`src/rtl/data_mem_arbiter_if.sv`:
```
// Bus bundle between the data-memory arbiter and its three neighbours:
// CPU load/store unit, external AXI-BRAM init/debug port and BRAM port A.
// slave  : view taken by the arbiter.
// master : view taken by the surrounding environment (requesters + BRAM).
interface data_mem_arbiter_if #(
   parameter int unsigned ADDR_W = 15
);
   // CPU side
   logic              cpu_req_i;
   logic [3:0]        cpu_we_i;
   logic [31:0]       cpu_addr_i;
   logic [31:0]       cpu_wdata_i;
   logic              cpu_gnt_o;
   logic              cpu_stall_o;
   logic              cpu_rvalid_o;
   logic [31:0]       cpu_rdata_o;
   logic              cpu_misalign_o;
   // External side
   logic              ext_req_i;
   logic [3:0]        ext_we_i;
   logic [ADDR_W-1:0] ext_addr_i;
   logic [31:0]       ext_wdata_i;
   logic              ext_gnt_o;
   logic              ext_rvalid_o;
   logic [31:0]       ext_rdata_o;
   // BRAM side
   logic              mem_en_o;
   logic [3:0]        mem_we_o;
   logic [ADDR_W-1:0] mem_addr_o;
   logic [31:0]       mem_din_o;
   logic [31:0]       mem_dout_i;

   modport slave (
      input  cpu_req_i, cpu_we_i, cpu_addr_i, cpu_wdata_i,
      input  ext_req_i, ext_we_i, ext_addr_i, ext_wdata_i,
      input  mem_dout_i,
      output cpu_gnt_o, cpu_stall_o, cpu_rvalid_o, cpu_rdata_o, cpu_misalign_o,
      output ext_gnt_o, ext_rvalid_o, ext_rdata_o,
      output mem_en_o, mem_we_o, mem_addr_o, mem_din_o
   );

   modport master (
      output cpu_req_i, cpu_we_i, cpu_addr_i, cpu_wdata_i,
      output ext_req_i, ext_we_i, ext_addr_i, ext_wdata_i,
      output mem_dout_i,
      input  cpu_gnt_o, cpu_stall_o, cpu_rvalid_o, cpu_rdata_o, cpu_misalign_o,
      input  ext_gnt_o, ext_rvalid_o, ext_rdata_o,
      input  mem_en_o, mem_we_o, mem_addr_o, mem_din_o
   );
endinterface

```
`src/rtl/data_mem_arbiter.sv`:
```
// Data-memory arbiter: shares BRAM port A between the CPU load/store unit and
// the external init/debug port. Combinational grant with fixed CPU priority,
// one-cycle read return, misaligned CPU write suppression.
// Optional build macro MEM_ARB_STARVE_GUARD_EN adds an ext starvation guard
// that forces an ext grant after STARVE_LIMIT consecutive denied cycles.
module data_mem_arbiter #(
   parameter int unsigned ADDR_W       = 15,
   parameter int unsigned STARVE_LIMIT = 8
) (
   input logic                clk,
   input logic                reset,
   data_mem_arbiter_if.slave  bus
);

   logic              ext_force;
   logic              cpu_gnt;
   logic              ext_gnt;
   logic              misalign;
   logic              rd_start;
   logic              rd_owner;
   logic [3:0]        mem_we;
   logic [ADDR_W-1:0] mem_addr;
   logic [31:0]       mem_din;

   logic rd_pend_q;   // a granted read returns data this cycle
   logic owner_q;     // 0: CPU owns the returning read, 1: ext
   logic misalign_q;

   // Grant, misalign detection and BRAM request mux.
   always_comb begin
      cpu_gnt  = ~reset & bus.cpu_req_i & ~ext_force;
      ext_gnt  = ~reset & bus.ext_req_i & (~bus.cpu_req_i | ext_force);
      misalign = cpu_gnt & (bus.cpu_we_i != 4'h0) & (bus.cpu_addr_i[1:0] != 2'b00);
      mem_we   = 4'h0;
      mem_addr = '0;
      mem_din  = 32'h0;
      rd_start = 1'b0;
      rd_owner = 1'b0;
      if (cpu_gnt) begin
         mem_we   = misalign ? 4'h0 : bus.cpu_we_i;
         mem_addr = bus.cpu_addr_i[ADDR_W+1:2];
         mem_din  = bus.cpu_wdata_i;
         rd_start = (bus.cpu_we_i == 4'h0);
      end else if (ext_gnt) begin
         mem_we   = bus.ext_we_i;
         mem_addr = bus.ext_addr_i;
         mem_din  = bus.ext_wdata_i;
         rd_start = (bus.ext_we_i == 4'h0);
         rd_owner = 1'b1;
      end
   end

   // Read-return pipeline and misalign pulse register.
   always_ff @(posedge clk) begin
      if (reset) begin
         rd_pend_q  <= 1'b0;
         owner_q    <= 1'b0;
         misalign_q <= 1'b0;
      end else begin
         rd_pend_q  <= rd_start;
         owner_q    <= rd_start ? rd_owner : owner_q;
         misalign_q <= misalign;
      end
   end

`ifdef MEM_ARB_STARVE_GUARD_EN
   localparam int unsigned CntW = $clog2(STARVE_LIMIT + 1);
   logic [CntW-1:0] starve_cnt_q;

   // Count consecutive denied ext cycles, saturating at the limit.
   always_ff @(posedge clk) begin
      if (reset) begin
         starve_cnt_q <= '0;
      end else if (!bus.ext_req_i || ext_gnt) begin
         starve_cnt_q <= '0;
      end else if (starve_cnt_q != CntW'(STARVE_LIMIT)) begin
         starve_cnt_q <= starve_cnt_q + CntW'(1);
      end
   end

   assign ext_force = (starve_cnt_q == CntW'(STARVE_LIMIT));
`else
   logic unused_starve_limit;
   assign unused_starve_limit = (STARVE_LIMIT == 0);
   assign ext_force = 1'b0;
`endif

   // Upper CPU address bits are ignored: accesses wrap within the BRAM.
   logic unused_cpu_addr;
   assign unused_cpu_addr = ^bus.cpu_addr_i[31:ADDR_W+2];

   assign bus.cpu_gnt_o      = cpu_gnt;
   assign bus.ext_gnt_o      = ext_gnt;
   assign bus.cpu_stall_o    = bus.cpu_req_i & ~cpu_gnt;
   assign bus.mem_en_o       = cpu_gnt | ext_gnt;
   assign bus.mem_we_o       = mem_we;
   assign bus.mem_addr_o     = mem_addr;
   assign bus.mem_din_o      = mem_din;
   // Gating with reset cancels a read still in flight when reset arrives.
   assign bus.cpu_rvalid_o   = rd_pend_q & ~owner_q & ~reset;
   assign bus.ext_rvalid_o   = rd_pend_q & owner_q & ~reset;
   assign bus.cpu_rdata_o    = bus.cpu_rvalid_o ? bus.mem_dout_i : 32'h0;
   assign bus.ext_rdata_o    = bus.ext_rvalid_o ? bus.mem_dout_i : 32'h0;
   assign bus.cpu_misalign_o = misalign_q;

endmodule

```
`src/flat_wrapper.sv`:
```
// flat-port wrapper written by rule: the top's interface ports become plain ports
module data_mem_arbiter_flat 
#(
   parameter int unsigned ADDR_W       = 15,
   parameter int unsigned STARVE_LIMIT = 8
)
  (clk, reset, bus_cpu_req_i, bus_cpu_we_i, bus_cpu_addr_i, bus_cpu_wdata_i, bus_ext_req_i, bus_ext_we_i, bus_ext_addr_i, bus_ext_wdata_i, bus_mem_dout_i, bus_cpu_gnt_o, bus_cpu_stall_o, bus_cpu_rvalid_o, bus_cpu_rdata_o, bus_cpu_misalign_o, bus_ext_gnt_o, bus_ext_rvalid_o, bus_ext_rdata_o, bus_mem_en_o, bus_mem_we_o, bus_mem_addr_o, bus_mem_din_o);
  data_mem_arbiter_if #(.ADDR_W(ADDR_W)) bus_i ();
  input logic clk;
  input logic reset;
  input wire logic [$bits(bus_i.cpu_req_i)-1:0] bus_cpu_req_i;
  input wire logic [$bits(bus_i.cpu_we_i)-1:0] bus_cpu_we_i;
  input wire logic [$bits(bus_i.cpu_addr_i)-1:0] bus_cpu_addr_i;
  input wire logic [$bits(bus_i.cpu_wdata_i)-1:0] bus_cpu_wdata_i;
  input wire logic [$bits(bus_i.ext_req_i)-1:0] bus_ext_req_i;
  input wire logic [$bits(bus_i.ext_we_i)-1:0] bus_ext_we_i;
  input wire logic [$bits(bus_i.ext_addr_i)-1:0] bus_ext_addr_i;
  input wire logic [$bits(bus_i.ext_wdata_i)-1:0] bus_ext_wdata_i;
  input wire logic [$bits(bus_i.mem_dout_i)-1:0] bus_mem_dout_i;
  output wire logic [$bits(bus_i.cpu_gnt_o)-1:0] bus_cpu_gnt_o;
  output wire logic [$bits(bus_i.cpu_stall_o)-1:0] bus_cpu_stall_o;
  output wire logic [$bits(bus_i.cpu_rvalid_o)-1:0] bus_cpu_rvalid_o;
  output wire logic [$bits(bus_i.cpu_rdata_o)-1:0] bus_cpu_rdata_o;
  output wire logic [$bits(bus_i.cpu_misalign_o)-1:0] bus_cpu_misalign_o;
  output wire logic [$bits(bus_i.ext_gnt_o)-1:0] bus_ext_gnt_o;
  output wire logic [$bits(bus_i.ext_rvalid_o)-1:0] bus_ext_rvalid_o;
  output wire logic [$bits(bus_i.ext_rdata_o)-1:0] bus_ext_rdata_o;
  output wire logic [$bits(bus_i.mem_en_o)-1:0] bus_mem_en_o;
  output wire logic [$bits(bus_i.mem_we_o)-1:0] bus_mem_we_o;
  output wire logic [$bits(bus_i.mem_addr_o)-1:0] bus_mem_addr_o;
  output wire logic [$bits(bus_i.mem_din_o)-1:0] bus_mem_din_o;
  assign bus_i.cpu_req_i = bus_cpu_req_i;
  assign bus_i.cpu_we_i = bus_cpu_we_i;
  assign bus_i.cpu_addr_i = bus_cpu_addr_i;
  assign bus_i.cpu_wdata_i = bus_cpu_wdata_i;
  assign bus_i.ext_req_i = bus_ext_req_i;
  assign bus_i.ext_we_i = bus_ext_we_i;
  assign bus_i.ext_addr_i = bus_ext_addr_i;
  assign bus_i.ext_wdata_i = bus_ext_wdata_i;
  assign bus_i.mem_dout_i = bus_mem_dout_i;
  assign bus_cpu_gnt_o = bus_i.cpu_gnt_o;
  assign bus_cpu_stall_o = bus_i.cpu_stall_o;
  assign bus_cpu_rvalid_o = bus_i.cpu_rvalid_o;
  assign bus_cpu_rdata_o = bus_i.cpu_rdata_o;
  assign bus_cpu_misalign_o = bus_i.cpu_misalign_o;
  assign bus_ext_gnt_o = bus_i.ext_gnt_o;
  assign bus_ext_rvalid_o = bus_i.ext_rvalid_o;
  assign bus_ext_rdata_o = bus_i.ext_rdata_o;
  assign bus_mem_en_o = bus_i.mem_en_o;
  assign bus_mem_we_o = bus_i.mem_we_o;
  assign bus_mem_addr_o = bus_i.mem_addr_o;
  assign bus_mem_din_o = bus_i.mem_din_o;
  data_mem_arbiter #(.ADDR_W(ADDR_W), .STARVE_LIMIT(STARVE_LIMIT)) u_core (.clk(clk), .reset(reset), .bus(bus_i));
endmodule
```
`config.mk`:
```
export PLATFORM = sky130hd
export DESIGN_NAME = data_mem_arbiter_flat
export DESIGN_NICKNAME = d
export VERILOG_FILES = /design/src/rtl/data_mem_arbiter_if.sv /design/src/rtl/data_mem_arbiter.sv /design/src/flat_wrapper.sv
export SDC_FILE = /design/constraint.sdc
export NUM_CORES = 1
export LEC_CHECK = 0
export CORE_AREA = 3 3 107 109
export DETAILED_ROUTE_END_ITERATION = 10
export DIE_AREA = 0 0 110 112
export PLACE_DENSITY = 0.53
export SETUP_SLACK_MARGIN = 0.5
export SYNTH_ARGS = -nofsm -noshare
export SYNTH_HDL_FRONTEND = slang
export SYNTH_SLANG_ARGS = --single-unit
```
`constraint.sdc`:
```
create_clock -name clk -period 2 [get_ports clk]
set_input_delay 0.6 -clock clk [delete_from_list [all_inputs] [get_ports clk]]
set_output_delay 0.6 -clock clk [all_outputs]
set_load 0.01 [all_outputs]
```
# After elaboration in Yosys (flattened, before gate mapping)
# Cells that the tools add are included.
# W data, S select, Z words.
# word_totals
reg_bits	3
inputBits	155
output_inout_bits	122
elab_cells	35
# classes
n_mux	13
bitwise_logic	15
n_reduce_logical	4
# op_table
cell	n
$mux W32	4
$mux W15	2
$mux W4	3
$and A1 B1 Y1	10
$logic_not A4 Y1	2
$mux W1	4
$not A1 Y1	4
$reduce_bool A4 Y1	1
$reduce_bool A2 Y1	1
$or A1 B1 Y1	1

# Depth between registers and ports, before layout
# Gate-level depths: netlist (run 1).
# depth
ltp_word	6
ltp_mapped	4
ltp_nobuf	3

# Least setup slack after synthesis (run 1)
# Ideal clock, no wire load.
# synth_path
path_type	input -> output
startpoint	input port reset
endpoint	output port bus_mem_addr_o[10]
t_arrival_ns	1.308
t_required_ns	1.400
slack_ns	0.092
cell_stages	4
n_path_buf	2
path_cell_list	nor3b_1 buf_2 buf_4 a22o_1
# synth_between
elab_chain_cells	5
word_cells_on_any_way	6
classes_between	mux: 2; bitwise: 4
# synth_rtl
item	line	rtl
start: declaration	flat_wrapper.sv:10	input logic reset;
$not A1 Y1	data_mem_arbiter.sv:32	ext_gnt = ~reset & bus.ext_req_i & (~bus.cpu_req_i | ext_force);
$and A1 B1 Y1 (2 in series)	data_mem_arbiter.sv:32	
via bus_ext_gnt_o	flat_wrapper.sv:25	output wire logic [$bits(bus_i.ext_gnt_o)-1:0] bus_ext_gnt_o;
$mux W15	data_mem_arbiter.sv:44	end else if (ext_gnt) begin
$mux W15	data_mem_arbiter.sv:39	if (cpu_gnt) begin
end: declaration	flat_wrapper.sv:30	output wire logic [$bits(bus_i.mem_addr_o)-1:0] bus_mem_addr_o;
# The timed path passes the listed nets, and every way through them passes these cells.

# Final worst setup path (run 1)
# layout_path
startpoint	input port bus_ext_req_i
endpoint	output port bus_mem_we_o[1]
# layout_between
elab_chain_cells	4
# layout_rtl
item	line	rtl
start: declaration	flat_wrapper.sv:15	input wire logic [$bits(bus_i.ext_req_i)-1:0] bus_ext_req_i;
$and A1 B1 Y1 (2 in series)	data_mem_arbiter.sv:32	
$mux W4	data_mem_arbiter.sv:44	
$mux W4	data_mem_arbiter.sv:39	
end: declaration	flat_wrapper.sv:29	output wire logic [$bits(bus_i.mem_we_o)-1:0] bus_mem_we_o;
# No other way between the ends.

==> results.toml, run 1 <==
[outcome]
outcome = "complete, but fails checks"
failed_checks = "negative setup slack"

[global_routing]
grt_pass1_vias = 2535
grt_pass1_wl_um = 13800
grtUsageTotal_pct = 14.4
grt_overflow_total = 0
grt_start_max_net_pins = 17
antenna_found_initial = 0

[floorplanning]
die_area_um2 = 12300
die_w_um = 110
coreArea_um2 = 10700
ioPinCount = 277
start_util_pct = 10.4
row_count = 38
fp.dieH_um = 112

[worst_setup_path]
cp_common_cell = "buf_6"
r2r_setup_slack_ps = 1340
path_max_fanout = 5
crit_chain = "buf_6, nor3b_4, buf_4, buf_6, buf_12, buf_16, a22o_1, buf_6"
cpPeakStageDelay_ps = 220
cp.required_ps = 1400
crit_arrival_ps = 1680
criticalPathCategory = "input port to primary output"
end_kind = "primary output"
slowest_stage = "a22o_1"
startpoint_type = "input port"

[finish]
post-route-util_pct = 46.0
diodes = 0
regArea_um2 = 60.1
drive_gt1_share_pct = 56.5
fin_nets = 611
area_growth_pct = 344
multi_input_area_um2 = 1170
fill_cells = 1043

[power]
power_density_nw_per_um2 = 185
irDropWorstVdd_uv = 129
power_mw = 0.911
p_leak_nw = 2.27

[routing]
wirelength_um = 9840
drt_pre_antenna_iters = 4
wire_per_inst_um = 16.5
vias = 2425
drt_first_iter_violations = 53
drc = 0
antenna_left = 0
vias_per_cell = 4.08

[clock_tree]
cts_tree = "yes"
cts_root_buffer = "clkbuf_8"
cts-buffers-inserted = 3
cts_buffer_depth = 2
clk_latency_ps = 210
htreeDepth = 1
cts_sinks = 3
clkTransAtPathRegs_ps = 30
cts_hold_buffers = 0

[synth]
synth-seq-cells = 3
synth_fp_nets = 306
seq_area_frac_synth_pct = 5.42
netlist_area_um2 = 1110
avgSynthCellArea_um2 = 7.33
synth_cells = 151
yosysUniqueCellTypes = 19
yosysWarnings = 0

[placed_design]
dp_worst_setup_slack_ps = -1060
place.gp.congestion = 0.685
dp_hpwl_um = 7370
portBuffers = 261

[timing]
rsz0062_at_grt = "true"
finClkSkew_ps = 0
drv_slew = 0
period_share_pct = 114
relSlewSlack_pct = 79.6
period_needed_ps = 2280
worst_pin_slew_ps = 303
final_hold_viol_count = 0
timing.fmax_mhz = 438
setup_viol = 119
setup_slack_ps = -284

[worst_hold_path]
hp-class = "flip-flop to flip-flop"

[run]
max_cap_violations = 0
==> stage by stage <==
stage	hold WS (ps)	cell area, um2	cells	setup TNS (ps)
final	580	4920	595	-24210
after CTS	586	4750	588	-23600
after global placement	585	4270	554	-120110
after global routing	601	4920	595	-29950
after floorplan	555	1390	151	0
after detailed placement	576	4270	554	-121210
==> cell usage after synthesis (all sizes together) <==
cell type | instances | area share (%)
and3 | 1 | 0.57
or2 | 1 | 0.57
nor2 | 1 | 0.34
inv | 2 | 0.68
nor3b | 2 | 1.8
dfxtp | 3 | 5.4
buf | 13 | 7.0
nand2b | 1 | 0.57
a32o | 1 | 0.90
nor4 | 2 | 1.7
a22o | 52 | 41
nand2 | 1 | 0.34
clkbuf | 4 | 1.4
and2 | 65 | 37
nor3 | 2 | 0.90
==> worst max-delay path: cells and delay by family <==
kind,cells,cell delay (ps)
and+or+nand+nor,1,140
AOI/OAI and AO/OA,1,220
buffers and inverters,6,720
==> cell usage in the layout (no fill, tap or decap), types with 2 or more instances in the layout <==
cell type          n
a22o_1            52
and2_4            65
buf_12            14
buf_16            11
buf_2             38
buf_4             16
buf_6             95
buf_8              3
clkbuf_16          3
clkbuf_8           3
clkdlybuf4s50_1  130
dfxtp_1            3
dlygate4sd2_1      7
nor3b_4            2
==> state kept, by name, indices dropped and copies added (netlist names) <==
name                       cells
u_core.bus.cpu_misalign_o      1
u_core.owner_q                 1
u_core.rd_pend_q               1
==> worst paths after layout <==
| check | depth (start not counted) | to | startpoint |
|---|---|---|---|
| setup / recovery | 8 | bus_mem_we_o[1] | bus_ext_req_i |
| hold / removal | 1 | u_core.owner_q | u_core.owner_q |
| setup reg to reg | 1 | u_core.owner_q | u_core.owner_q |
| hold reg to reg | 1 | u_core.owner_q | u_core.owner_q |
==> routing by layer <==
layer	share of wire, %	vias to the layer above	track usage [%]	routed length [um]
met3	13	14	4.46	1250
met5	0	-	0	0
li1	-	1171	-	-
met2	51	169	26.9	5010
met1	34	1071	15.0	3360
met4	2.3	0	4.41	227
==> final cells by class <==
cell class / instances / share of cell area [%]
clock buffers: 4 / 0.916
repair buffers: 317 / 70.0
well taps: 140 / 3.56
inverters: 2 / 0.560
multi-input cells: 129 / 23.7
flip-flops and latches: 3 / 1.22
==> kinds of logic (layout without fill, tap and decap cells) <==
group / after synthesis / in the layout / synth area share (%)
AOI/OAI and AO/OA: 53 / 53 / 42.0
buffers and inverters: 19 / 323 / 9.04
DFF: 3 / 3 / 5.42
and+or+nand+nor: 76 / 76 / 43.5
==> power by group <==
group | internal [mW] | switching [mW]
logic | 0.457 | 0.216
registers | 0.0620 | 0.000693
clock network | 0.136 | 0.0387
total | 0.655 | 0.256
==> repair_timing <==
item                                    in CTS  in global routing
cloned                                      11                  3
hold endpoints to repair                     0                  0
endpoints found under the setup margin     125                123
pin swaps                                   22                 14
buffers inserted                            19                  4
resized for setup                          600                 35
(Power assumes the default switching activity.)
==> inputs of run 2 (changes only) <==
--- a/config.mk
+++ b/config.mk
@@ -5,6 +5,7 @@
 export SDC_FILE = /design/constraint.sdc
 export NUM_CORES = 1
 export LEC_CHECK = 0
+export CAP_MARGIN = 20
 export CORE_AREA = 3 3 107 109
 export DETAILED_ROUTE_END_ITERATION = 10
 export DIE_AREA = 0 0 110 112
==> results of run 2 <==
No change in the layout: final DEF, timing and power equal those of run 1.
